### src/rtl/lazy_summary_unit.sv
// Lazy-match arbitration stage: scores up to LAZY_MATCH_LEN candidates, picks
// the best-gain one and emits a single sequence plus the head-advance summary.
module lazy_summary_unit #(
    parameter int JOB_LEN         = 32,
    parameter int LAZY_MATCH_LEN  = 4,
    parameter int MATCH_LEN_WIDTH = 8,
    parameter int SEQ_LL_BITS     = 8,
    parameter int SEQ_ML_BITS     = 8,
    parameter int SEQ_OFFSET_BITS = 26,
    localparam int JOB_LEN_LOG2   = $clog2(JOB_LEN)
) (
    input  logic                                        clk,
    input  logic                                        rst,
    input  logic                                        i_match_done,
    input  logic [JOB_LEN_LOG2-1:0]                     i_match_head_ptr,
    input  logic [JOB_LEN_LOG2-1:0]                     i_seq_head_ptr,
    input  logic                                        i_delim,
    input  logic [LAZY_MATCH_LEN-1:0]                   i_match_valid,
    input  logic [LAZY_MATCH_LEN*MATCH_LEN_WIDTH-1:0]   i_match_len,
    input  logic [LAZY_MATCH_LEN*SEQ_OFFSET_BITS-1:0]   i_offset,
    output logic                                        o_summary_done,
    output logic [JOB_LEN_LOG2-1:0]                     o_seq_head_ptr,
    output logic [SEQ_LL_BITS-1:0]                      o_summary_ll,
    output logic [SEQ_ML_BITS-1:0]                      o_summary_ml,
    output logic [SEQ_OFFSET_BITS-1:0]                  o_summary_offset,
    output logic                                        o_summary_eoj,
    output logic [SEQ_ML_BITS-1:0]                      o_summary_overlap_len,
    output logic                                        o_summary_delim,
    output logic                                        o_move_to_next_job,
    output logic [JOB_LEN_LOG2-1:0]                     o_move_forward
);

    localparam int GW = MATCH_LEN_WIDTH + 3;
    localparam int KW = (LAZY_MATCH_LEN > 1) ? $clog2(LAZY_MATCH_LEN) : 1;
    localparam int EW = ((MATCH_LEN_WIDTH > JOB_LEN_LOG2) ? MATCH_LEN_WIDTH : JOB_LEN_LOG2) + 2;

    function automatic logic [GW-1:0] highbit(input logic [SEQ_OFFSET_BITS-1:0] x);
        highbit = '0;
        for (int unsigned b = 0; b < SEQ_OFFSET_BITS; b++)
            if (x[b]) highbit = GW'(b);
    endfunction

    // ---------------- S1: inputs and gains ----------------
    logic signed [GW-1:0] gain_c [LAZY_MATCH_LEN];

    always_comb begin
        for (int unsigned i = 0; i < LAZY_MATCH_LEN; i++) begin
            gain_c[i] = $signed({1'b0, i_match_len[i*MATCH_LEN_WIDTH +: MATCH_LEN_WIDTH], 2'b00})
                      - $signed(highbit(i_offset[i*SEQ_OFFSET_BITS +: SEQ_OFFSET_BITS]))
                      - $signed(GW'(4 * i));
        end
    end

    logic                                      s1_valid;
    logic [JOB_LEN_LOG2-1:0]                   s1_mh, s1_sh;
    logic                                      s1_delim;
    logic [LAZY_MATCH_LEN-1:0]                 s1_mvalid;
    logic [LAZY_MATCH_LEN*MATCH_LEN_WIDTH-1:0] s1_len;
    logic [LAZY_MATCH_LEN*SEQ_OFFSET_BITS-1:0] s1_off;
    logic signed [GW-1:0]                      s1_gain [LAZY_MATCH_LEN];

    always_ff @(posedge clk) begin
        if (rst) begin
            s1_valid  <= 1'b0;
            s1_mh     <= '0;
            s1_sh     <= '0;
            s1_delim  <= 1'b0;
            s1_mvalid <= '0;
            s1_len    <= '0;
            s1_off    <= '0;
            for (int unsigned i = 0; i < LAZY_MATCH_LEN; i++) s1_gain[i] <= '0;
        end else begin
            s1_valid  <= i_match_done;
            s1_mh     <= i_match_head_ptr;
            s1_sh     <= i_seq_head_ptr;
            s1_delim  <= i_delim;
            s1_mvalid <= i_match_valid;
            s1_len    <= i_match_len;
            s1_off    <= i_offset;
            for (int unsigned i = 0; i < LAZY_MATCH_LEN; i++) s1_gain[i] <= gain_c[i];
        end
    end

    // ---------------- S2: selection ----------------
    logic [LAZY_MATCH_LEN-1:0]  is_max, sel_oh;
    logic [KW-1:0]              k_c;
    logic [MATCH_LEN_WIDTH-1:0] len_c;
    logic [SEQ_OFFSET_BITS-1:0] off_c;

    always_comb begin
        is_max = s1_mvalid;
        for (int unsigned i = 0; i < LAZY_MATCH_LEN; i++)
            for (int unsigned j = 0; j < LAZY_MATCH_LEN; j++)
                if (s1_mvalid[j] && (s1_gain[j] > s1_gain[i])) is_max[i] = 1'b0;
        // Lowest set bit wins ties; an empty vector falls back to candidate 0.
        sel_oh = is_max & (~is_max + 1'b1);
        if (sel_oh == '0) sel_oh = LAZY_MATCH_LEN'(1);
        k_c   = '0;
        len_c = '0;
        off_c = '0;
        for (int unsigned i = 0; i < LAZY_MATCH_LEN; i++) begin
            if (sel_oh[i]) k_c = KW'(i);
            len_c = len_c | (s1_len[i*MATCH_LEN_WIDTH +: MATCH_LEN_WIDTH] & {MATCH_LEN_WIDTH{sel_oh[i]}});
            off_c = off_c | (s1_off[i*SEQ_OFFSET_BITS +: SEQ_OFFSET_BITS] & {SEQ_OFFSET_BITS{sel_oh[i]}});
        end
    end

    logic                       s2_valid;
    logic [JOB_LEN_LOG2-1:0]    s2_mh, s2_sh;
    logic                       s2_delim;
    logic [KW-1:0]              s2_k;
    logic [MATCH_LEN_WIDTH-1:0] s2_len;
    logic [SEQ_OFFSET_BITS-1:0] s2_off;

    always_ff @(posedge clk) begin
        if (rst) begin
            s2_valid <= 1'b0;
            s2_mh    <= '0;
            s2_sh    <= '0;
            s2_delim <= 1'b0;
            s2_k     <= '0;
            s2_len   <= '0;
            s2_off   <= '0;
        end else begin
            s2_valid <= s1_valid;
            s2_mh    <= s1_mh;
            s2_sh    <= s1_sh;
            s2_delim <= s1_delim;
            s2_k     <= k_c;
            s2_len   <= len_c;
            s2_off   <= off_c;
        end
    end

    // ---------------- S3: sequence and head advance ----------------
    logic [EW-1:0]           p_c, e_c;
    logic                    eoj_c;
    logic [JOB_LEN_LOG2-1:0] ll_c, mf_c;

    always_comb begin
        p_c   = EW'(s2_mh) + EW'(s2_k);
        e_c   = p_c + EW'(s2_len);
        eoj_c = (e_c >= EW'(JOB_LEN));
        ll_c  = p_c[JOB_LEN_LOG2-1:0] - s2_sh;
        mf_c  = e_c[JOB_LEN_LOG2-1:0] - s2_sh;
    end

    always_ff @(posedge clk) begin
        if (rst) begin
            o_summary_done        <= 1'b0;
            o_seq_head_ptr        <= '0;
            o_summary_ll          <= '0;
            o_summary_ml          <= '0;
            o_summary_offset      <= '0;
            o_summary_eoj         <= 1'b0;
            o_summary_overlap_len <= '0;
            o_summary_delim       <= 1'b0;
            o_move_to_next_job    <= 1'b0;
            o_move_forward        <= '0;
        end else begin
            o_summary_done        <= s2_valid;
            o_seq_head_ptr        <= s2_sh;
            o_summary_ll          <= SEQ_LL_BITS'(ll_c);
            o_summary_ml          <= SEQ_ML_BITS'(s2_len);
            o_summary_offset      <= s2_off;
            o_summary_eoj         <= eoj_c;
            o_summary_overlap_len <= eoj_c ? SEQ_ML_BITS'(e_c - EW'(JOB_LEN)) : '0;
            o_summary_delim       <= eoj_c & s2_delim;
            o_move_to_next_job    <= eoj_c;
            o_move_forward        <= eoj_c ? '0 : mf_c;
        end
    end

endmodule

### config.mk
export PLATFORM = sky130hd
export DESIGN_NAME = lazy_summary_unit
export DESIGN_NICKNAME = d
export VERILOG_FILES = /design/src/rtl/lazy_summary_unit.sv
export SDC_FILE = /design/constraint.sdc
export NUM_CORES = 1
export LEC_CHECK = 0
export CAP_MARGIN = 5
export CELL_PAD_IN_SITES_DETAIL_PLACEMENT = 0
export CELL_PAD_IN_SITES_GLOBAL_PLACEMENT = 1
export CORE_UTILIZATION = 41
export DETAILED_ROUTE_END_ITERATION = 10
export GPL_TIMING_DRIVEN = 1
export HOLD_SLACK_MARGIN = 0.15
export PLACE_DENSITY = 0.87
export SYNTH_ARGS = -nofsm -noshare
export SYNTH_HDL_FRONTEND = slang
export SYNTH_SLANG_ARGS = --single-unit
### constraint.sdc
create_clock -name clk -period 4.8 [get_ports clk]
set_clock_uncertainty 0.1 [all_clocks]
set_input_delay 0.96 -clock clk [delete_from_list [all_inputs] [get_ports clk]]
set_output_delay 0.96 -clock clk [all_outputs]
set_load 0.01 [all_outputs]
==> reports/qor.yml <==
required_ps: 5150
clockBufferDepth: 3
cap_violations: 0
synthTopCellsByCount: "dfxtp_1 (304), nor2b_1 (197), ha_1 (111), inv_1 (111), a21oi_1 (104)"
cp_max_fo: 5
grt_pass1_wl_um: 55440
cts_resized: 0
diodes: 0
finalCritPeriodShare: 0.8558
hold_violations: 0
firstDrtPassIters: 9
yosys.area.top_type_share: 0.4640
clock_sinks: 304
synth.distinct_cells: 65
io_pins: 218
cts_setup_buffers: 0
p_comb_frac: 0.171
p_sw_frac: 0.2621
setup_viol: 0
maxSlewHeadroom: 0.3441
cts_hold_buffers: 0
place_hpwl_um: 27800
grt_pass1_vias: 10230
r2r_end: "o_summary_overlap_len[4]"
sequentialPowerShare: 0.433
r2r_cells: 16
path_depth: 16
ys.flop_type: "dfxtp_1"
post_drt_wl_per_cell_um: 18.05
yosys.area.top_type: "dfxtp_1"
die_x_um: 180.9
fin_crit_ps: 4108
n_fill_cell: 2872
rr_startpoint: "s2_mh[0]"
clk_latency_ps: 590
cts_tree: "done"
area_growth_pct: 26.34
p_clk_frac: 0.395
yosysSeqAreaShare: 0.4640
first_iter_violations: 748
leakage_nw: 6.710
globalplace.congestion: 0.9046
r2r_setup_slack_ps: 690
grt-ovfl-total: 0
cpPeakStageDelay_ps: 590
power.density_nw_per_um2: 385.7
initial_core_util: 0.4167
placeableCoreArea_um2: 31470
drive_above_1_share: 0.04673
synth_edf_count: 0
ant_nets: 0
grt_max_degree: 166
cts-buffers-inserted: 31
row_count: 65
finalPower_mw: 6.391
antenna_found_initial: 0
finalWirelength_um: 36220
seqCellArea_um2: 6086
drc: 0
path_class: "reg2reg"
ys_warn_count: 0
grt_usage: 0.2183
tightest_slew_ps: 983.8
path_cells: "ha_1, fa_1, inv_1, fa_1, nor2b_1, o21ai_1, a21boi_1, o21ai_0, a21oi_1, nor2_1, inv_1, ha_1, nand4_1, a221oi_1, nor2_1, and2_1"
status: "complete, no violations"
crit_path_end: "o_summary_overlap_len[4]"
synthTopCellsByArea: "dfxtp_1 (46%), ha_1 (11%), nor2b_1 (9.4%), a21oi_1 (4.0%), inv_1 (3.2%)"
cts_root_buf: "clkbuf_16"
ys_async_sr_fraction: 0
startpoint: "s2_mh[0]"
grt_setup_unrepaired: "no"
ir_worst_vdd_mv: 0.3276
clk_pin_slew_worst_paths_ps: 60
worstPathArrival_ps: 4460
maxSlewViolCount: 0
ys_seq_elements: 304
synth.most_common_cell: "dfxtp_1"
synth_area_um2: 13120
vias: 10490
die_area_um2: 32710
viasPerCell: 5.228
syn_area_per_cell_um2: 9.538
postSynthCellCount: 1375
intPower_mw: 4.716
nets: 1850
io_buffer_count: 214
crit_slowest_cell: "fa_1"
critPathLaunchType: "flop"
fmax_mhz: 243.4
htree_levels: 1
die_h_um: 180.9
multi_input_area_um2: 6285
critPathTopFamily: "adder cells"
hold_class: "reg2reg"
crit_buf_inv: 2
end_kind: "flop"
power_switching_mw: 1.675
fin_tns_setup_ps: 0
holdWs_ps: 331.6
stage by stage:
stage	worst slack (ps)	cells	util	instance area (um2)
floorplan	1129	1377	-	13120
CTS	657.2	2007	0.5265	16570
detailed placement	347.8	1950	0.4923	15490
global placement	418.5	1950	0.4923	15490
finish	692.3	2007	0.5265	16570
global route	297.2	2007	0.5265	16570
power groups by stage:
stage	clock network [mW]	logic [mW]	registers, mW
after floorplan	0	0.654	2.81
after global placement	0	1.06	2.82
after detailed placement	0	1.08	2.82
after CTS	2.57	1.09	2.77
after global routing	2.68	1.21	2.78
final	2.52	1.10	2.77
layout make-up:
class / count / area share
clock buffers: 41 / 0.05089
clock inverters: 16 / 0.01405
inverters: 111 / 0.02515
multi-input cells: 913 / 0.3793
flip-flops and latches: 304 / 0.3673
well taps: 402 / 0.03036
repair buffers: 220 / 0.1330
sequential cells by signal, indices dropped and copies added (netlist names), 2 cells and up:
| signal | flops |
|---|---|
| s2_off | 26 |
| o_summary_offset | 26 |
| s1_len | 32 |
| s2_sh | 5 |
| s1_off | 104 |
| s1_gain | 44 |
| o_summary_ml | 8 |
| s1_mvalid | 4 |
| o_summary_ll | 5 |
| s1_sh | 5 |
| s2_len | 8 |
| o_move_forward | 5 |
| s1_mh | 5 |
| o_seq_head_ptr | 5 |
| o_summary_overlap_len | 8 |
| s2_k | 2 |
| s2_mh | 5 |
worst reg2reg max path, cell delays in order, from the launching register on:
cell and delay, ps:
dfxtp_1 300, ha_1 220, fa_1 590, inv_1 90
fa_1 440, nor2b_1 130, o21ai_1 90, a21boi_1 210
o21ai_0 120, a21oi_1 220, nor2_1 110, inv_1 70
ha_1 190, nand4_1 180, a221oi_1 540, nor2_1 210
and2_1 210
metal layers:
layer / GRT usage / up-vias / share of wire
met5: 0 / - / 0
met4: 0.07419 / 0 / 0.032
met3: 0.03286 / 67 / 0.060
met2: 0.3544 / 359 / 0.45
met1: 0.2952 / 4901 / 0.46
li1: - / 5165 / -
logic make-up (layout without fill, tap and decap cells):
family	after synthesis	after routing	share of synthesized area
compound gates	283	283	0.1468
buf+inv	160	388	0.05791
xor+xnor	28	28	0.01870
fa+ha+maj	115	115	0.1120
simple gates	484	484	0.2002
flops	304	304	0.4640
other cells	1	3	0.0002859
cells in the final DEF, fill, tap and decap left out, types with 6 or more instances in the layout:
master	instances
a21o_1	17
a211oi_1	17
clkbuf_1	7
xnor2_1	20
nand3_1	17
nor4_1	24
nand4_1	11
o21ai_1	6
nand2_1	60
nor2b_1	197
and2_1	7
ha_1	111
a222oi_1	34
clkdlybuf4s50_1	213
clkbuf_16	31
dfxtp_1	304
xor2_1	8
o21a_1	7
or4_1	8
nor3_1	26
nor2_1	101
o21ai_0	38
a21oi_1	104
or3_1	7
o31ai_1	15
clkinv_2	6
inv_1	111
nand2b_1	6
o21bai_1	8
worst min path at each step:
stage               depth (start not counted)  startpoint              endpoint
detailed placement                          1  s2_off[22]  o_summary_offset[22]
CTS                                         1  s2_off[22]  o_summary_offset[22]
global route                                1  s2_off[22]  o_summary_offset[22]
floorplan                                   1    s2_delim       o_summary_delim
finish                                      2   s1_off[9]             s2_off[9]
global placement                            1    s2_delim       o_summary_delim
Power figures use the tool's default switching activity.
